`config.mk`:
```
export PLATFORM = sky130hd
export DESIGN_NAME = pipe_hazard_ctrl
export DESIGN_NICKNAME = d
export VERILOG_FILES = /design/src/rtl/pipe_hazard_ctrl.sv
export SDC_FILE = /design/constraint.sdc
export NUM_CORES = 1
export LEC_CHECK = 0
export ABC_AREA = 1
export BUFFER_PORTS_ARGS = -buffer_cell sky130_fd_sc_hd__buf_4
export CORE_ASPECT_RATIO = 0.75
export CORE_MARGIN = 2
export CORE_UTILIZATION = 49
export CTS_CLUSTER_SIZE = 25
export DETAILED_ROUTE_END_ITERATION = 12
export GPL_ROUTABILITY_DRIVEN = 0
export GPL_TIMING_DRIVEN = 0
export HOLD_SLACK_MARGIN = 0.12
export PLACE_DENSITY = 0.86
export SLEW_MARGIN = 10
export SYNTH_ARGS = -nofsm -noshare
export SYNTH_HDL_FRONTEND = slang
export SYNTH_SLANG_ARGS = --single-unit
```
`constraint.sdc`:
```
create_clock -name clk -period 1.87 [get_ports clk]
set_input_delay 0.187 -clock clk [delete_from_list [all_inputs] [get_ports clk]]
set_output_delay 0.187 -clock clk [all_outputs]
set_load 0.005 [all_outputs]
```
`src/rtl/pipe_hazard_ctrl.sv`:
```
// pipe_hazard_ctrl: pipeline hazard controller.
// Generates the PC/pipeline-register stall and flush controls for load-use
// hazards, taken branches and data-memory wait states. A memory wait that
// lasts past MEM_TIMEOUT cycles locks the pipeline in an error state until
// reset.
// Optional build macro PIPE_CTRL_PERF_EN adds the stall_cycles and
// flush_count performance counters.
module pipe_hazard_ctrl #(
    parameter logic [7:0] MEM_TIMEOUT = 8'd255
) (
    input  logic       clk,
    input  logic       rst,
    input  logic [4:0] rf_ra0_id,
    input  logic [4:0] rf_ra1_id,
    input  logic       rf_re0_id,
    input  logic       rf_re1_id,
    input  logic [4:0] rf_wa_ex,
    input  logic       rf_we_ex,
    input  logic       mem_read_ex,
    input  logic       br_taken_ex,
    input  logic       dmem_req_mem,
    input  logic       dmem_ready_mem,
    output logic       stall_pc,
    output logic       stall_if_id,
    output logic       stall_id_ex,
    output logic       stall_ex_mem,
    output logic       flush_if_id,
    output logic       flush_id_ex,
    output logic       flush_mem_wb,
    output logic       err_timeout
`ifdef PIPE_CTRL_PERF_EN
    ,
    output logic [31:0] stall_cycles,
    output logic [31:0] flush_count
`endif
);

    typedef enum logic [1:0] {
        RUN      = 2'd0,
        MEM_WAIT = 2'd1,
        ERR      = 2'd2
    } state_t;

    state_t      state_q, state_d;
    logic [7:0]  wait_cnt_q, wait_cnt_d;
    logic        err_q, err_d;

    logic        load_use;
    logic        mem_stall;
    logic        stall_pc_c, stall_if_id_c, stall_id_ex_c, stall_ex_mem_c;
    logic        flush_if_id_c, flush_id_ex_c, flush_mem_wb_c;

    // Hazard detection terms
    always_comb begin
        load_use  = mem_read_ex & rf_we_ex & (rf_wa_ex != 5'd0) &
                    ((rf_re0_id & (rf_ra0_id == rf_wa_ex)) |
                     (rf_re1_id & (rf_ra1_id == rf_wa_ex)));
        mem_stall = dmem_req_mem & ~dmem_ready_mem;
    end

    // Next-state and control outputs; priority ERR > memory > branch > load-use
    always_comb begin
        state_d        = state_q;
        wait_cnt_d     = wait_cnt_q;
        err_d          = err_q;
        stall_pc_c     = 1'b0;
        stall_if_id_c  = 1'b0;
        stall_id_ex_c  = 1'b0;
        stall_ex_mem_c = 1'b0;
        flush_if_id_c  = 1'b0;
        flush_id_ex_c  = 1'b0;
        flush_mem_wb_c = 1'b0;
        unique case (state_q)
            RUN: begin
                if (mem_stall) begin
                    stall_pc_c     = 1'b1;
                    stall_if_id_c  = 1'b1;
                    stall_id_ex_c  = 1'b1;
                    stall_ex_mem_c = 1'b1;
                    flush_mem_wb_c = 1'b1;
                    state_d        = MEM_WAIT;
                    wait_cnt_d     = 8'd1;
                end else if (br_taken_ex) begin
                    flush_if_id_c = 1'b1;
                    flush_id_ex_c = 1'b1;
                end else if (load_use) begin
                    stall_pc_c    = 1'b1;
                    stall_if_id_c = 1'b1;
                    flush_id_ex_c = 1'b1;
                end
            end
            MEM_WAIT: begin
                if (dmem_ready_mem) begin
                    // A branch held in EX throughout the wait leaves EX on this
                    // cycle, so its redirect flush must be issued now.
                    state_d    = RUN;
                    wait_cnt_d = '0;
                    if (br_taken_ex) begin
                        flush_if_id_c = 1'b1;
                        flush_id_ex_c = 1'b1;
                    end
                end else begin
                    stall_pc_c     = 1'b1;
                    stall_if_id_c  = 1'b1;
                    stall_id_ex_c  = 1'b1;
                    stall_ex_mem_c = 1'b1;
                    flush_mem_wb_c = 1'b1;
                    if (wait_cnt_q == MEM_TIMEOUT) begin
                        state_d = ERR;
                        err_d   = 1'b1;
                    end
                    if (wait_cnt_q != '1) begin
                        wait_cnt_d = wait_cnt_q + 8'd1;
                    end
                end
            end
            ERR: begin
                stall_pc_c     = 1'b1;
                stall_if_id_c  = 1'b1;
                stall_id_ex_c  = 1'b1;
                stall_ex_mem_c = 1'b1;
                flush_mem_wb_c = 1'b1;
            end
            default: begin
                state_d    = RUN;
                wait_cnt_d = '0;
            end
        endcase
    end

    // Controls are forced low for the whole time reset is held
    always_comb begin
        stall_pc     = stall_pc_c     & ~rst;
        stall_if_id  = stall_if_id_c  & ~rst;
        stall_id_ex  = stall_id_ex_c  & ~rst;
        stall_ex_mem = stall_ex_mem_c & ~rst;
        flush_if_id  = flush_if_id_c  & ~rst;
        flush_id_ex  = flush_id_ex_c  & ~rst;
        flush_mem_wb = flush_mem_wb_c & ~rst;
        err_timeout  = err_q;
    end

    // State, wait counter and sticky error flag
    always_ff @(posedge clk or posedge rst) begin
        if (rst) begin
            state_q    <= RUN;
            wait_cnt_q <= '0;
            err_q      <= 1'b0;
        end else begin
            state_q    <= state_d;
            wait_cnt_q <= wait_cnt_d;
            err_q      <= err_d;
        end
    end

`ifdef PIPE_CTRL_PERF_EN
    logic [31:0] stall_cycles_q, stall_cycles_d;
    logic [31:0] flush_count_q, flush_count_d;

    // Performance counter increments, wrapping modulo 2^32
    always_comb begin
        stall_cycles_d = stall_cycles_q + {31'd0, stall_pc};
        flush_count_d  = flush_count_q + {31'd0, flush_id_ex};
        stall_cycles   = stall_cycles_q;
        flush_count    = flush_count_q;
    end

    // Performance counter registers
    always_ff @(posedge clk or posedge rst) begin
        if (rst) begin
            stall_cycles_q <= '0;
            flush_count_q  <= '0;
        end else begin
            stall_cycles_q <= stall_cycles_d;
            flush_count_q  <= flush_count_d;
        end
    end
`endif

endmodule

```
==> metrics.txt <==
clock slew seen by the registers of the worst setup and hold paths 0.08 ns; Synth Cell Area a little under 1000 um2; crit-path cells inv_1 -> nand2_1 -> o21ai_0 -> o21ai_1 -> nand2_1 -> buf_4 -> buf_4; Slew HR 64.4%; post-place instance area 1230 um2; DRT iter0 DRCs 50; P per Cell Area 514 nW/um2; Syn Nets 189; Via density 5.08; Cells after Synth 164; DP Wirelength 1.96 mm; cell count of the worst reg-to-reg path 8; Yosys cell types 19; first-pass GRT wire length 4.30 mm; RSZ-0062 raised after global routing no; Buffers & Inverters on Critical Path 3; CTS root buffer clkbuf_4; vias about 1100; CP max stage delay about 0.38 ns; Num Clock Sinks 11; initial antenna violation count 0; shortest period the worst path allows ~1.7 ns; DIE AREA 2350 um2; Worst Path Class, Setup reg -> out; crit path launch type register; I/O pins 32; Leakage 0.768 nW; Post-Route WL ~2.4 mm; worst-path maximum fanout 3; Post-CTS Setup Inserts 0; GR Overflow Total 0; Skew-Pair Late Insertion Delay roughly 0.28 ns; # nets final 226; H-Tree Level Count 1; CP arrival 1.49 ns; Total GRT Usage 23.2%; hold path depth 4; TritonCTS clock tree built; die width 55.3 um; drt first pass iters 4; diode count 0; path type of the worst min-delay path in -> reg; worst-case vdd ir drop 407 uV; Worst Hold Path EP wait_cnt_q[3]$_DFFE_PP0P_; CP startpoint state_q[0]$_DFFE_PP0P_; Initial Utilization 54.1%; core area around 1800 um2; post-DR wirelength/cell 11.0 um; Synth Register Bits 11; vias in the first global route 1041; Crit path required time 1.68 ns; reg2reg end wait_cnt_q[3]$_DFFE_PP0P_; layout cell share with drive strength beyond 1 25.5%; Max Clk Rate 0.595 GHz; die height 42.5 um; Seq/Total Area, Yosys 28.4%; Finished Cell Area around 1300 um2; hold path start dmem_ready_mem; R2R setup slack 0.28 ns; final clock skew about 0.013 ns; Layout area overhead 30.6%; final setup fails 0; Longest Clk Path Bufs 2; outcome finished, final reports clean; Avg Inst Size Synth between 5 and 6 um2; reg2reg start wait_cnt_q[0]$_DFFE_PP0P_; worst-margin pin slew 0.532 ns; setup_tns 0 ns; fin crit share 89.9%; delay-heaviest family, CP flip-flops; TritonCTS Buffers 3; Row Count 13; largest net degree at the start of global routing 12; Slew Viols, Final 0; CP Capture Type output port; Detail Route Antenna Nets 0; Hold Fails Final Rpt 0; YS warnings 0; number of max-cap violations 0; CP max-delay cell dfrtp_1; DR DRC count 0; I/O Buffers 31
-- flip-flops by register name, summed over array words and instances (netlist names) --
name         flops
wait_cnt_q       8
state_q          2
err_timeout      1
-- cell families (layout without fill, tap and decap cells) --
logic type / Yosys count / count (layout) / share of synthesized area, %
AOI/OAI and AO/OA: 13 / 13 / 8.40
DFF: 11 / 11 / 28.4
and+or+nand+nor: 99 / 99 / 44.7
adders and majority gates: 1 / 1 / 1.29
buffers and inverters: 39 / 75 / 16.3
xor gates and xnor gates: 1 / 1 / 0.905
-- worst max path at each step --
stage | slack, ns | endpoint | cells after the start
3_3_place_gp | 0.35 | stall_pc | 8
6_report | 0.19 | stall_pc | 7
2_1_floorplan | 0.56 | wait_cnt_q[3]$_DFFE_PP0P_ | 8
4_1_cts | 0.11 | stall_ex_mem | 7
3_5_place_dp | 0.34 | stall_pc | 8
5_1_grt | 0.05 | stall_pc | 7
-- routing by layer --
metal,vias up,routed length [um],track usage [%]
met3,9,180,6.48
met5,-,0,0
li1,574,-,-
met1,495,1070,29.2
met2,49,1140,37.4
met4,0,57,9.76
-- per-stage QoR --
| stage | hold WS, ns | util (%) | instances | total power (W) | worst slack [ns] |
|---|---|---|---|---|---|
| finish | 0.204 | 70.7 | 222 | 0.000650 | 0.189 |
| global route | 0.225 | 70.7 | 222 | 0.000689 | 0.0469 |
| CTS | 0.202 | 70.7 | 222 | 0.000647 | 0.107 |
| detailed placement | 0.242 | 68.7 | 217 | 0.000480 | 0.343 |
| global placement | 0.240 | 68.7 | 217 | 0.000472 | 0.349 |
| floorplan | 0.0618 | - | 164 | 0.000389 | 0.558 |
-- cell usage in the layout, fill, tap and decap left out --
cell,netlist,final
nand2_1,56,56
buf_4,3,34
inv_1,31,31
nor2_1,18,18
nand3_1,12,12
dfrtp_1,11,11
o21ai_0,8,7
nand4_1,6,6
inv_2,5,5
o21ai_2,3,3
clkbuf_4,0,3
nor2_2,2,2
nand2_2,2,2
xor2_1,1,1
nor3_1,1,1
nand3_2,1,1
nand3_4,1,1
o2111ai_1,1,1
a31oi_1,1,1
o21ai_1,0,1
ha_1,1,1
clkbuf_1,0,1
dlygate4sd3_1,0,1
-- final cells by class --
class | instances | area [um2]
Multi-Input combinational cell | 114 | 536
Fill cell | 152 | 524
Sequential cell | 11 | 275
Timing Repair Buffer | 32 | 243
Inverter | 36 | 135
Tap cell | 22 | 27.5
Clock buffer | 4 | 26.3
Buffer | 3 | 22.5
-- worst min-delay path: cells and delay by family --
kind,cells,cell delay [ns]
AND/OR/NAND/NOR,3,0.14
buffers and inverters,1,0.11
-- synthesized netlist by cell type --
library cell | instances | area (um2)
a31oi_1 | 1 | 6.26
nand3_4 | 1 | 17.5
dfrtp_1 | 11 | 275
nor2_2 | 2 | 12.5
nand2_2 | 2 | 12.5
nand3_1 | 12 | 60.1
nand2_1 | 56 | 210
nor2_1 | 18 | 67.6
nor3_1 | 1 | 5.00
buf_4 | 3 | 22.5
ha_1 | 1 | 12.5
inv_2 | 5 | 18.8
o21ai_0 | 8 | 40.0
inv_1 | 31 | 116
nand4_1 | 6 | 37.5
nand3_2 | 1 | 10.0
o21ai_2 | 3 | 26.3
o2111ai_1 | 1 | 8.76
xor2_1 | 1 | 8.76
-- what timing repair did --
item                                    4_1_cts  5_1_grt
endpoints found under the hold margin        11        0
hold buffers                                  1        0
endpoints found under the setup margin        0        3
resized for setup                             0        1
-- power breakdown --
group          internal [W]  switching [W]
sequential         0.000253      0.0000204
combinational     0.0000936       0.000114
clock             0.0000829      0.0000865
Power figures use the tool's default switching activity.
